$ cat src/rtl/fifo_pkg.sv
// Shared definitions for the single-clock FIFO family: read-mode selectors and
// the used-word counter width calculation.
package fifo_pkg;

  localparam int SHOW_AHEAD_OFF = 0;
  localparam int SHOW_AHEAD_ON  = 1;

  // A counter that must hold 0..depth inclusive needs one more code than depth.
  function automatic int cnt_width(input int depth);
    return $clog2(depth + 1);
  endfunction

endpackage

$ cat src/rtl/sc_fifo_ctrl_if.sv
// Write/read handshake, status and error flags of the single-clock FIFO.
// The producer/consumer side uses master; the FIFO uses slave.
interface sc_fifo_ctrl_if #(
  parameter int DATA_WIDTH = 8,
  parameter int CNT_WIDTH  = 4
);

  logic                  flush_i;
  logic [DATA_WIDTH-1:0] wr_data_i;
  logic                  wr_i;
  logic                  rd_i;
  logic [DATA_WIDTH-1:0] rd_data_o;
  logic                  rd_valid_o;
  logic [CNT_WIDTH-1:0]  used_words_o;
  logic                  full_o;
  logic                  empty_o;
  logic                  almost_full_o;
  logic                  almost_empty_o;
  logic                  overflow_o;
  logic                  underflow_o;

  modport master (
    output flush_i, wr_data_i, wr_i, rd_i,
    input  rd_data_o, rd_valid_o, used_words_o, full_o, empty_o,
           almost_full_o, almost_empty_o, overflow_o, underflow_o
  );

  modport slave (
    input  flush_i, wr_data_i, wr_i, rd_i,
    output rd_data_o, rd_valid_o, used_words_o, full_o, empty_o,
           almost_full_o, almost_empty_o, overflow_o, underflow_o
  );

endinterface

$ cat src/rtl/dual_port_ram.sv
// Simple dual-port RAM: one write port, one registered read port, separate clocks.
// Contents and read register are not reset.
module dual_port_ram #(
  parameter int DATA_WIDTH = 8,
  parameter int DEPTH      = 8,
  parameter int ADDR_WIDTH = $clog2(DEPTH)
) (
  input  logic                  wr_clk_i,
  input  logic                  wr_en_i,
  input  logic [ADDR_WIDTH-1:0] wr_addr_i,
  input  logic [DATA_WIDTH-1:0] wr_data_i,
  input  logic                  rd_clk_i,
  input  logic                  rd_en_i,
  input  logic [ADDR_WIDTH-1:0] rd_addr_i,
  output logic [DATA_WIDTH-1:0] rd_data_o
);

  logic [DATA_WIDTH-1:0] mem_q [DEPTH];
  logic [DATA_WIDTH-1:0] rd_data_q;

  // Write port.
  always_ff @(posedge wr_clk_i) begin
    if (wr_en_i) begin
      mem_q[wr_addr_i] <= wr_data_i;
    end
  end

  // Registered read port; holds its value when not enabled.
  always_ff @(posedge rd_clk_i) begin
    if (rd_en_i) begin
      rd_data_q <= mem_q[rd_addr_i];
    end
  end

  assign rd_data_o = rd_data_q;

endmodule

$ cat src/rtl/sc_fifo_ctrl.sv
// Single-clock FIFO controller over dual_port_ram: arbitrary depth, show-ahead or
// normal read mode, threshold flags, synchronous flush and sticky error flags.
module sc_fifo_ctrl
  import fifo_pkg::*;
#(
  parameter int DATA_WIDTH = 8,
  parameter int DEPTH      = 8,
  parameter int SHOW_AHEAD = SHOW_AHEAD_ON,
  parameter int AF_LEVEL   = DEPTH - 1,
  parameter int AE_LEVEL   = 1,
  parameter int ADDR_WIDTH = $clog2(DEPTH),
  parameter int CNT_WIDTH  = cnt_width(DEPTH)
) (
  input logic           clk_i,
  input logic           rst_i,
  sc_fifo_ctrl_if.slave bus
);

  if ((DEPTH < 2) || (AF_LEVEL < 1) || (AF_LEVEL > DEPTH) ||
      (AE_LEVEL < 0) || (AE_LEVEL > DEPTH - 1)) begin : g_bad_params
    $fatal(1, "sc_fifo_ctrl: illegal DEPTH/AF_LEVEL/AE_LEVEL combination");
  end

  logic [ADDR_WIDTH-1:0] wr_ptr_q, wr_ptr_d;
  logic [ADDR_WIDTH-1:0] rd_ptr_q, rd_ptr_d;
  logic [CNT_WIDTH-1:0]  cnt_q, cnt_d;
  logic                  valid_q, valid_d;
  logic                  ovf_q, ovf_d;
  logic                  udf_q, udf_d;
  logic                  full_s, empty_s;
  logic                  wr_acc_s, rd_acc_s;
  logic                  ram_avail_s, ram_rd_s;
  logic [DATA_WIDTH-1:0] ram_data_s;

  function automatic logic [ADDR_WIDTH-1:0] next_ptr(input logic [ADDR_WIDTH-1:0] ptr);
    logic [ADDR_WIDTH-1:0] nxt;
    if (ptr == ADDR_WIDTH'(DEPTH - 1)) begin
      nxt = {ADDR_WIDTH{1'b0}};
    end else begin
      nxt = ptr + ADDR_WIDTH'(1);
    end
    return nxt;
  endfunction

  // Status decode and request qualification; full/empty are taken before the edge.
  always_comb begin
    full_s = (cnt_q == CNT_WIDTH'(DEPTH));
    if (SHOW_AHEAD == SHOW_AHEAD_ON) begin
      empty_s = !valid_q;
    end else begin
      empty_s = (cnt_q == {CNT_WIDTH{1'b0}});
    end
    wr_acc_s = bus.wr_i && !full_s && !bus.flush_i;
    rd_acc_s = bus.rd_i && !empty_s && !bus.flush_i;
    // In show-ahead mode the count includes the word parked in the output register.
    ram_avail_s = (cnt_q != CNT_WIDTH'(valid_q));
    if (SHOW_AHEAD == SHOW_AHEAD_ON) begin
      ram_rd_s = ram_avail_s && (!valid_q || rd_acc_s) && !bus.flush_i;
    end else begin
      ram_rd_s = rd_acc_s;
    end
  end

  // Next-state for pointers, counter, data-valid bit and sticky error flags.
  always_comb begin
    wr_ptr_d = wr_ptr_q;
    rd_ptr_d = rd_ptr_q;
    cnt_d    = cnt_q;
    valid_d  = valid_q;
    ovf_d    = ovf_q;
    udf_d    = udf_q;
    if (bus.flush_i) begin
      wr_ptr_d = {ADDR_WIDTH{1'b0}};
      rd_ptr_d = {ADDR_WIDTH{1'b0}};
      cnt_d    = {CNT_WIDTH{1'b0}};
      valid_d  = 1'b0;
      ovf_d    = 1'b0;
      udf_d    = 1'b0;
    end else begin
      if (wr_acc_s) begin
        wr_ptr_d = next_ptr(wr_ptr_q);
      end else begin
        wr_ptr_d = wr_ptr_q;
      end
      if (ram_rd_s) begin
        rd_ptr_d = next_ptr(rd_ptr_q);
      end else begin
        rd_ptr_d = rd_ptr_q;
      end
      case ({wr_acc_s, rd_acc_s})
        2'b10:   cnt_d = cnt_q + CNT_WIDTH'(1);
        2'b01:   cnt_d = cnt_q - CNT_WIDTH'(1);
        default: cnt_d = cnt_q;
      endcase
      if (SHOW_AHEAD == SHOW_AHEAD_ON) begin
        if (ram_rd_s) begin
          valid_d = 1'b1;
        end else if (rd_acc_s) begin
          valid_d = 1'b0;
        end else begin
          valid_d = valid_q;
        end
      end else begin
        valid_d = rd_acc_s;
      end
      ovf_d = ovf_q || (bus.wr_i && full_s);
      udf_d = udf_q || (bus.rd_i && empty_s);
    end
  end

  // Controller state registers.
  always_ff @(posedge clk_i or negedge rst_i) begin
    if (!rst_i) begin
      wr_ptr_q <= {ADDR_WIDTH{1'b0}};
      rd_ptr_q <= {ADDR_WIDTH{1'b0}};
      cnt_q    <= {CNT_WIDTH{1'b0}};
      valid_q  <= 1'b0;
      ovf_q    <= 1'b0;
      udf_q    <= 1'b0;
    end else begin
      wr_ptr_q <= wr_ptr_d;
      rd_ptr_q <= rd_ptr_d;
      cnt_q    <= cnt_d;
      valid_q  <= valid_d;
      ovf_q    <= ovf_d;
      udf_q    <= udf_d;
    end
  end

  dual_port_ram #(
    .DATA_WIDTH (DATA_WIDTH),
    .DEPTH      (DEPTH),
    .ADDR_WIDTH (ADDR_WIDTH)
  ) u_ram (
    .wr_clk_i  (clk_i),
    .wr_en_i   (wr_acc_s),
    .wr_addr_i (wr_ptr_q),
    .wr_data_i (bus.wr_data_i),
    .rd_clk_i  (clk_i),
    .rd_en_i   (ram_rd_s),
    .rd_addr_i (rd_ptr_q),
    .rd_data_o (ram_data_s)
  );

  assign bus.rd_data_o      = ram_data_s;
  assign bus.rd_valid_o     = valid_q;
  assign bus.used_words_o   = cnt_q;
  assign bus.full_o         = full_s;
  assign bus.empty_o        = empty_s;
  assign bus.almost_full_o  = (cnt_q >= CNT_WIDTH'(AF_LEVEL));
  assign bus.almost_empty_o = (cnt_q <= CNT_WIDTH'(AE_LEVEL));
  assign bus.overflow_o     = ovf_q;
  assign bus.underflow_o    = udf_q;

endmodule

$ cat src/flat_wrapper.sv
// flat-port wrapper written by rule: the top's interface ports become plain ports
module sc_fifo_ctrl_flat import fifo_pkg::*;
#(
  parameter int DATA_WIDTH = 8,
  parameter int DEPTH      = 8,
  parameter int SHOW_AHEAD = SHOW_AHEAD_ON,
  parameter int AF_LEVEL   = DEPTH - 1,
  parameter int AE_LEVEL   = 1,
  parameter int ADDR_WIDTH = $clog2(DEPTH),
  parameter int CNT_WIDTH  = cnt_width(DEPTH)
)
  (clk_i, rst_i, bus_flush_i, bus_wr_data_i, bus_wr_i, bus_rd_i, bus_rd_data_o, bus_rd_valid_o, bus_used_words_o, bus_full_o, bus_empty_o, bus_almost_full_o, bus_almost_empty_o, bus_overflow_o, bus_underflow_o);
  sc_fifo_ctrl_if #(.DATA_WIDTH(DATA_WIDTH), .CNT_WIDTH(CNT_WIDTH)) bus_i ();
  input logic clk_i;
  input logic rst_i;
  input wire logic [$bits(bus_i.flush_i)-1:0] bus_flush_i;
  input wire logic [$bits(bus_i.wr_data_i)-1:0] bus_wr_data_i;
  input wire logic [$bits(bus_i.wr_i)-1:0] bus_wr_i;
  input wire logic [$bits(bus_i.rd_i)-1:0] bus_rd_i;
  output wire logic [$bits(bus_i.rd_data_o)-1:0] bus_rd_data_o;
  output wire logic [$bits(bus_i.rd_valid_o)-1:0] bus_rd_valid_o;
  output wire logic [$bits(bus_i.used_words_o)-1:0] bus_used_words_o;
  output wire logic [$bits(bus_i.full_o)-1:0] bus_full_o;
  output wire logic [$bits(bus_i.empty_o)-1:0] bus_empty_o;
  output wire logic [$bits(bus_i.almost_full_o)-1:0] bus_almost_full_o;
  output wire logic [$bits(bus_i.almost_empty_o)-1:0] bus_almost_empty_o;
  output wire logic [$bits(bus_i.overflow_o)-1:0] bus_overflow_o;
  output wire logic [$bits(bus_i.underflow_o)-1:0] bus_underflow_o;
  assign bus_i.flush_i = bus_flush_i;
  assign bus_i.wr_data_i = bus_wr_data_i;
  assign bus_i.wr_i = bus_wr_i;
  assign bus_i.rd_i = bus_rd_i;
  assign bus_rd_data_o = bus_i.rd_data_o;
  assign bus_rd_valid_o = bus_i.rd_valid_o;
  assign bus_used_words_o = bus_i.used_words_o;
  assign bus_full_o = bus_i.full_o;
  assign bus_empty_o = bus_i.empty_o;
  assign bus_almost_full_o = bus_i.almost_full_o;
  assign bus_almost_empty_o = bus_i.almost_empty_o;
  assign bus_overflow_o = bus_i.overflow_o;
  assign bus_underflow_o = bus_i.underflow_o;
  sc_fifo_ctrl #(.DATA_WIDTH(DATA_WIDTH), .DEPTH(DEPTH), .SHOW_AHEAD(SHOW_AHEAD), .AF_LEVEL(AF_LEVEL), .AE_LEVEL(AE_LEVEL), .ADDR_WIDTH(ADDR_WIDTH), .CNT_WIDTH(CNT_WIDTH)) u_core (.clk_i(clk_i), .rst_i(rst_i), .bus(bus_i));
endmodule
$ cat config.mk
export PLATFORM = sky130hd
export DESIGN_NAME = sc_fifo_ctrl_flat
export DESIGN_NICKNAME = d
export VERILOG_FILES = /design/src/rtl/fifo_pkg.sv /design/src/rtl/sc_fifo_ctrl_if.sv /design/src/rtl/dual_port_ram.sv /design/src/rtl/sc_fifo_ctrl.sv /design/src/flat_wrapper.sv
export SDC_FILE = /design/constraint.sdc
export NUM_CORES = 1
export LEC_CHECK = 0
export BUFFER_PORTS_ARGS = -buffer_cell sky130_fd_sc_hd__buf_4
export CORE_MARGIN = 3
export CORE_UTILIZATION = 63
export CTS_CLUSTER_DIAMETER = 40
export DETAILED_ROUTE_END_ITERATION = 10
export PLACE_DENSITY = 0.84
export SLEW_MARGIN = 20
export SYNTH_ARGS = -nofsm -noshare
export SYNTH_HDL_FRONTEND = slang
export SYNTH_SLANG_ARGS = --single-unit
$ cat constraint.sdc
create_clock -name clk_i -period 3.8 [get_ports clk_i]
set_input_delay 0.19 -clock clk_i [delete_from_list [all_inputs] [get_ports clk_i]]
set_output_delay 0.19 -clock clk_i [all_outputs]
set_load 0.005 [all_outputs]
# Yosys cells after proc, flatten, opt, wreduce, memory -nomap -nowiden
# Memories as Yosys holds them, arrays and structs flattened. A register that Yosys moved wholly into a read port is not among the register bits.
# Index checks and enable logic that the tools add are counted.
# totals
output_inout_bits	19
ram_bits	64
elab_cells	52
mem_count	1
ff_bits	13
# classes
magnitude_cmp	2
n_addsub	4
n_mux	15
n_reduce_logical	18
eq_ne	6
# mem_list
name	depth	width	read_ports	rd_clocked_by_memory_dff	write_ports	line_no	source
u_core.u_ram.mem_q	8	8	1	1	1	dual_port_ram.sv:18	logic [DATA_WIDTH-1:0] mem_q [DEPTH];
# op_table
cell	count
2-to-1 mux 3 bit	6
logical AND 1 bit	8
one-hot mux 4 bit (2 select lines)	1
2-to-1 mux 1 bit	7
adder 3 x 1 -> 3 bit, second input constant	2
== test 3 bit, second input constant	2
nonzero test 3 bit	2
adder 4 x 1 -> 4 bit, second input constant	1
== test 4 bit, second input constant	1
>= comparator 4 x 3 -> 1 bit, second input constant	1
<= comparator 4 x 1 -> 1 bit, second input constant	1
2-to-1 mux 4 bit	1
inequality test 4 x 1 -> 1 bit	1
nonzero test 2 bit	2
subtractor 4 x 1 -> 4 bit, second input constant	1
logical NOT 1 bit	3
logical OR 1 bit	3
== test 2 x 1 -> 1 bit, second input constant	1
== test 2 bit, second input constant	1

# Logic depth before layout (Yosys ltp)
# Gate-level depths: netlist of run 1.
# depth
depth_word	7
mapped_depth	7

# By module
# From an unflattened synthesis of run 1, not the netlist that was laid out.
# unflattened
cells_unflattened	211
hier_area_um2	3681.0
# modules_own_cells
module	cells_each	instances	seq_area_each_um2	area_per_inst_um2
dual_port_ram	114	1	2162.1	2771.4
sc_fifo_ctrl	97	1	325.3	909.6

# Least setup slack after synthesis of run 1
# OpenSTA, ideal clock, no wires.
# synth_path
path_type	flip-flop to flip-flop
startpoint	reg u_core.cnt_q[0], in the netlist u_core.bus.used_words_o[0]
endpoint	mem u_core.u_ram.mem_q[0][0] (enable)
setup_time_ns	0.383
slack_ns	1.340
synth_period_minus_slack_ns	2.460
stages_incl_launch_ff	8
t_arrival_ns	2.077
n_path_buf	1
path_cell_list	dfrtp_1 -> buf_2 -> inv_1 -> ha_1 -> nand3b_4 -> nand2_4 -> or3_1 -> nor3_1
# synth_between
elab_chain_len	6
# synth_rtl
element	line_no	source
start, declared	sc_fifo_ctrl.sv:26	logic [CNT_WIDTH-1:0] cnt_q, cnt_d;
start signal, assigned	sc_fifo_ctrl.sv:116	cnt_q <= {CNT_WIDTH{1'b0}};
start signal, assigned	sc_fifo_ctrl.sv:123	cnt_q <= cnt_d;
== test 4 bit	sc_fifo_ctrl.sv:47	full_s = (cnt_q == CNT_WIDTH'(DEPTH));
logical NOT 1 bit	sc_fifo_ctrl.sv:53	wr_acc_s = bus.wr_i && !full_s && !bus.flush_i;
logical AND 1 bit (2 in series)	sc_fifo_ctrl.sv:53	
2-to-1 mux 1 bit	dual_port_ram.sv:23	if (wr_en_i) begin
2-to-1 mux 1 bit (implied by the code)	dual_port_ram.sv:24	mem_q[wr_addr_i] <= wr_data_i;
end, declared	dual_port_ram.sv:18	
# No other way between the ends.

# Worst setup path in the final report of run 1
# layout_path
startpoint	reg u_core.cnt_q[0], in the netlist u_core.bus.used_words_o[0]
endpoint	mem u_core.u_ram.mem_q[2][7] (enable)
# Same word-level chain as after synthesis.

==> impl_metrics.env, run 1 <==
export IMPL_status="finished, final reports clean"
export IMPL_synth_cell_types=38
export IMPL_cts_tree="built"
export IMPL_die_w_um=81.8
export IMPL_grt_max_degree=20
export IMPL_drt_total_wl_um=6370
export IMPL_startpoint_type="register"
export IMPL_cts_resized=0
export IMPL_min_to="u_core.u_ram.mem_q[1][2]$_DFFE_PP_"
export IMPL_max_slew_margin_rel_pct=36.9
export IMPL_regToRegEndpoint="u_core.u_ram.mem_q[2][7]$_DFFE_PP_"
export IMPL_final_cell_area_um2=4110
export IMPL_syn_num_nets=234
export IMPL_core_area_um2=5340
export IMPL_layout_cells_non_filler=325
export IMPL_start_util_pct=67.8
export IMPL_cts_hold_buf=1
export IMPL_drv_slew=0
export IMPL_clk_path_buf_depth=2
export IMPL_arrival_ns=2.66
export IMPL_ys_ff_latch=85
export IMPL_cts_htree_levels=3
export IMPL_power_mw=2.54
export IMPL_wl_per_cell_um=19.6
export IMPL_grt_pass1_vias=1940
export IMPL_syn_area_um2=3620
export IMPL_reg2regPathDepth=6
export IMPL_synthFlopType="edfxtp_1"
export IMPL_finalHoldViolCount=0
export IMPL_powerDensity_nw_per_um2=618
export IMPL_worst_setup_path_type="register to register"
export IMPL_finalClockSkew_ns=0.00713
export IMPL_synth_top_area_share_pct=59.7
export IMPL_synth_edff_count=72
export IMPL_r2r_setup_slack_ns=1.11
export IMPL_worst_endpoint_required_ns=3.78
export IMPL_placed_area_um2=3900
export IMPL_max_freq_mhz=372
export IMPL_final_common_cell="edfxtp_1"
export IMPL_clock_latency_ns=0.34
export IMPL_drt_iter0_markers=113
export IMPL_maxCapViolCount=0
export IMPL_fin_util_pct=77.0
export IMPL_rsz0062_at_grt="false"
export IMPL_ant_nets=0
export IMPL_worst_pin_slew_ns=0.944
export IMPL_critPathCaptureType="register"
export IMPL_seq_area_um2=2490
export IMPL_port_buffers=31
export IMPL_leakage_nw=1.49
export IMPL_setup_tns_ns=0
export IMPL_num_vias=1987
export IMPL_antenna_found_initial=0
export IMPL_irDropWorstVdd_uv=370
export IMPL_grt_ovfl_total=0
export IMPL_n_antenna_cell=0
export IMPL_final_cell_mix="72 x edfxtp_1, 36 x buf_4, 16 x mux4_2"
export IMPL_clockRootBuffer="clkbuf_8"
export IMPL_setup_violations=0
export IMPL_yosysWarnings=0
export IMPL_cts_buffers_inserted=9
export IMPL_cts_setup_buffers=0
export IMPL_area_delta_synth_final_pct=13.5
export IMPL_multi_input_area_um2=1030
export IMPL_grt_pass1_wl_um=10200
export IMPL_dp_cells=308
export IMPL_seq_area_frac_synth_pct=68.7
export IMPL_synthArstFlopShare_pct=15.3
export IMPL_hold_class="input pin to register"
export IMPL_fin_crit_sh_pct=70.7
export IMPL_num_nets_final=270
export IMPL_die_y_um=81.8
export IMPL_netlist_top_cells_area="edfxtp_1 60%, mux4_2 10%, dfrtp_1 9.0%"
export IMPL_die_area_um2=6690
export IMPL_ios=32
export IMPL_synthCells=214
export IMPL_gp_congestion=0.869
export IMPL_drive_above_1_share_pct=31.4
export IMPL_track_usage_pct=21.8
export IMPL_dr_pass1_iters=4
export IMPL_yosys_area_top_type="edfxtp_1"
export IMPL_cp_max_fo=12
export IMPL_clock_sinks=85
export IMPL_hold_path_depth=1
export IMPL_clk_pin_slew_ns=0.08
export IMPL_fillers=311
export IMPL_avgSynthCellArea_um2=16.9
export IMPL_hold_start="bus_wr_data_i[2]"
export IMPL_hpwl_um=4240
export IMPL_drc=0
export IMPL_placementRows=26
export IMPL_finalCriticalPeriod_ns=2.69
export IMPL_r2r_start="u_core.bus.used_words_o[0]$_DFFE_PN0P_"
export IMPL_via_per_inst=6.11
## layout make-up
type | instances | area share (%)
flip-flops and latches | 85 | 60.5
multi-input cells | 111 | 25.2
inverters | 6 | 0.548
well taps | 70 | 2.13
clock inverters | 7 | 1.77
repair buffers | 37 | 6.82
clock buffers | 9 | 3.01
## power breakdown
part / switching, mW / internal (mW)
Clock: 0.317 / 0.306
Combinational: 0.244 / 0.400
Sequential: 0.166 / 1.11
## synth_stat cells (all sizes together) (4+ instances only)
master  count
buf        10
edfxtp     72
o21ai       4
or3         6
dfrtp      13
nor3        6
mux2        9
inv         6
nand3       5
nand2       6
nor2       15
a21oi      11
mux4       16
ha          7
## metrics by stage
step	setup WS, ns	hold slack, ns
4_1_cts	1.13	0.0564
5_1_grt	0.948	0.0648
3_3_place_gp	1.29	0.0452
3_5_place_dp	1.14	0.0519
2_1_floorplan	1.34	-0.106
6_report	1.11	0.0754
## state kept, by name, indices dropped and copies added (netlist names)
| signal | cells |
|---|---|
| u_core.bus.overflow_o | 1 |
| u_core.bus.rd_valid_o | 1 |
| u_core.bus.underflow_o | 1 |
| u_core.bus.used_words_o | 4 |
| u_core.rd_ptr_q | 3 |
| u_core.u_ram.mem_q | 64 |
| u_core.u_ram.rd_data_o | 8 |
| u_core.wr_ptr_q | 3 |
## worst max path at each step
stage / cells after the start / startpoint / to / slack [ns]
2_1_floorplan: 7 / u_core.bus.used_words_o[0]$_DFFE_PN0P_ / u_core.u_ram.mem_q[0][0]$_DFFE_PP_ / 1.34
3_3_place_gp: 6 / u_core.bus.used_words_o[0]$_DFFE_PN0P_ / u_core.u_ram.mem_q[2][2]$_DFFE_PP_ / 1.29
3_5_place_dp: 6 / u_core.bus.used_words_o[0]$_DFFE_PN0P_ / u_core.u_ram.mem_q[2][2]$_DFFE_PP_ / 1.14
4_1_cts: 6 / u_core.bus.used_words_o[0]$_DFFE_PN0P_ / u_core.u_ram.mem_q[2][1]$_DFFE_PP_ / 1.13
5_1_grt: 6 / u_core.bus.used_words_o[0]$_DFFE_PN0P_ / u_core.u_ram.mem_q[2][4]$_DFFE_PP_ / 0.95
6_report: 6 / u_core.bus.used_words_o[0]$_DFFE_PN0P_ / u_core.u_ram.mem_q[2][7]$_DFFE_PP_ / 1.11
## cell families (layout without fill, tap and decap cells)
kind of cell | Yosys count | count (layout) | share of synthesized area (%)
muxes | 25 | 25 | 12.8
xor gates and xnor gates | 1 | 1 | 0.622
DFF | 85 | 85 | 68.7
buffers and inverters | 18 | 59 | 2.70
adders and majority gates | 7 | 7 | 2.42
AOI/OAI and AO/OA | 29 | 29 | 5.36
and+or+nand+nor | 49 | 49 | 7.43
## layer usage
metal  part of all wire (%)  global-route usage (%)
met3                    6.5                    4.06
met4                    1.2                    11.5
met5                      0                       0
met2                     48                    32.5
met1                     44                    31.1
## critical path, stage by stage, from the launching register on
cell and delay, ns:
dfrtp_1 0.58, inv_1 0.17, ha_1 0.29, nand3b_4 0.15, nand2_4 0.11, or3_1 0.38, nor2_1 0.64
Power figures use the tool's default switching activity.
==> run 2: changes to the inputs <==
CORE_UTILIZATION = 53   (was 63)
PLACE_DENSITY = 0.75   (was 0.84)
clock period = 2.4 ns   (was 3.8 ns; I/O delays follow)
==> run 2 against run 1 <==
Against the previous run:
- global-route usage fell by 3.1 points
- largest cell class unchanged
- critical path type unchanged
- hold slack got worse by 0.058 ns
- wire length rose by 5.1%
- first-iteration DRC count rose by 35%
- highest routed layer unchanged
==> impl_metrics.env, run 2 (same netlist as run 1, synthesis figures left out) <==
export IMPL_cts_tree="built"
export IMPL_maxCapViolCount=0
export IMPL_final_cell_mix="72 x edfxtp_1, 47 x buf_4, 16 x mux4_2"
export IMPL_placed_area_um2=4000
export IMPL_leakage_nw=1.55
export IMPL_drv_slew=0
export IMPL_worst_setup_path_type="register to register"
export IMPL_grt_pass1_vias=1981
export IMPL_cp_slowest_stage_delay_ns=0.51
export IMPL_start_util_pct=55.7
export IMPL_power_mw=4.12
export IMPL_port_buffers=31
export IMPL_finalHoldViolCount=0
export IMPL_ios=32
export IMPL_dr_pass1_iters=4
export IMPL_critPathSlowestCell="dfrtp_1"
export IMPL_rsz0062_at_grt="false"
export IMPL_die_area_um2=7860
export IMPL_cts_htree_levels=3
export IMPL_arrival_ns=2.22
export IMPL_worstPathCellList="inv_1, ha_1, nand3b_4, nand2_4, or3_1, nor2_1, buf_4"
export IMPL_cts_hold_buf=1
export IMPL_status="finished, final reports clean"
export IMPL_drive_above_1_share_pct=33.1
export IMPL_irDropWorstVdd_uv=471
export IMPL_largest_register_ffs=64
export IMPL_startpoint_type="register"
export IMPL_max_freq_mhz=463
export IMPL_clock_sinks=85
export IMPL_hold_class="input pin to register"
export IMPL_drt_iter0_markers=153
export IMPL_clk_path_buf_depth=2
export IMPL_critPathCaptureType="register"
export IMPL_drc=0
export IMPL_worst_pin_slew_ns=0.830
export IMPL_largest_register="u_core.u_ram.mem_q"
export IMPL_n_antenna_cell=0
export IMPL_cts_setup_buffers=0
export IMPL_via_per_inst=5.92
export IMPL_area_delta_synth_final_pct=16.5
export IMPL_powerDensity_nw_per_um2=977
export IMPL_worst_endpoint_required_ns=2.46
export IMPL_top_layer="met4"
export IMPL_placementRows=29
export IMPL_fillers=452
export IMPL_finalClockSkew_ns=0.00750
export IMPL_setup_tns_ns=0
export IMPL_grt_max_degree=20
export IMPL_critPathBufInv=2
export IMPL_fin_crit_sh_pct=90.0
export IMPL_final_cell_area_um2=4220
export IMPL_cp_max_fo=10
export IMPL_path_delay_family="simple AND/OR/NAND/NOR gates"
export IMPL_grt_ovfl_total=0
export IMPL_track_usage_pct=18.7
export IMPL_wl_met1_um=2950
export IMPL_die_y_um=88.6
export IMPL_clockRootBuffer="clkbuf_8"
export IMPL_ant_nets=0
export IMPL_met3WireLength_um=288
export IMPL_core_area_um2=6490
export IMPL_cts_buffers_inserted=9
export IMPL_met2_length_um=3400
export IMPL_antenna_found_initial=0
export IMPL_hpwl_um=4550
export IMPL_drt_total_wl_um=6700
export IMPL_num_nets_final=281
export IMPL_num_vias=2030
export IMPL_gp_congestion=0.815
export IMPL_clock_latency_ns=0.34
export IMPL_final_common_cell="edfxtp_1"
export IMPL_die_w_um=88.6
export IMPL_finalCriticalPeriod_ns=2.16
export IMPL_grt_pass1_wl_um=10600
export IMPL_setup_violations=0
export IMPL_wl_per_cell_um=19.5
export IMPL_cts_resized=0
export IMPL_max_slew_margin_rel_pct=44.7
export IMPL_clk_pin_slew_ns=0.08
run 2: through the flow:
stage	std cells	util (%)	setup slack (ns)	hold WS, ns
3_3_place_gp	326	61.6	0.332	-0.0222
4_1_cts	343	64.9	0.246	0.00214
3_5_place_dp	326	61.6	0.285	-0.0236
2_1_floorplan	214	-	0.166	-0.176
6_report	343	64.9	0.239	0.0177
5_1_grt	343	64.9	0.113	0.00707
run 2: where the power goes:
| part | internal, mW | total [mW] | switching (mW) |
|---|---|---|---|
| clock network | 0.587 | 1.06 | 0.473 |
| registers | 1.75 | 1.93 | 0.173 |
| logic | 0.651 | 1.13 | 0.482 |
run 2: final timing paths:
path / cells after the start / to / slack (ns) / from
setup / recovery: 7 / u_core.u_ram.mem_q[4][4]$_DFFE_PP_ / 0.24 / u_core.bus.used_words_o[1]$_DFFE_PN0P_
hold / removal: 1 / u_core.u_ram.mem_q[6][3]$_DFFE_PP_ / 0.02 / bus_wr_data_i[3]
setup reg to reg: 7 / u_core.u_ram.mem_q[4][4]$_DFFE_PP_ / 0.24 / u_core.bus.used_words_o[1]$_DFFE_PN0P_
hold reg to reg: 2 / u_core.bus.underflow_o$_DFF_PN0_ / 0.51 / u_core.bus.underflow_o$_DFF_PN0_
max in group asynchronous: 2 / u_core.rd_ptr_q[0]$_DFFE_PN0P_ / 2.07 / rst_i
min in group asynchronous: 2 / u_core.bus.underflow_o$_DFF_PN0_ / 0.16 / rst_i
run 2: final cells by class:
| cell class | count | area [um2] | share of cell area (%) |
|---|---|---|---|
| clock inverter | 4 | 72.6 | 1.72 |
| sequential | 85 | 2490 | 59.0 |
| tap | 77 | 96.3 | 2.28 |
| timing repair buffer | 48 | 363 | 8.61 |
| clock buffer | 12 | 135 | 3.20 |
| inverter | 6 | 22.5 | 0.534 |
| multi-input combinational | 111 | 1040 | 24.7 |
run 2: worst reg2reg max path: stages (launching register included):
cell	delay, ns
dfrtp_1	0.51
inv_1	0.12
ha_1	0.25
nand3b_4	0.15
nand2_4	0.11
or3_1	0.39
nor2_1	0.19
buf_4	0.17
run 2: layer usage:
metal / vias up / GRT usage, %
met5: - / 0
met4: 0 / 6.18
met3: 4 / 4.28
met2: 43 / 30.0
met1: 1048 / 25.7
li1: 935 / -
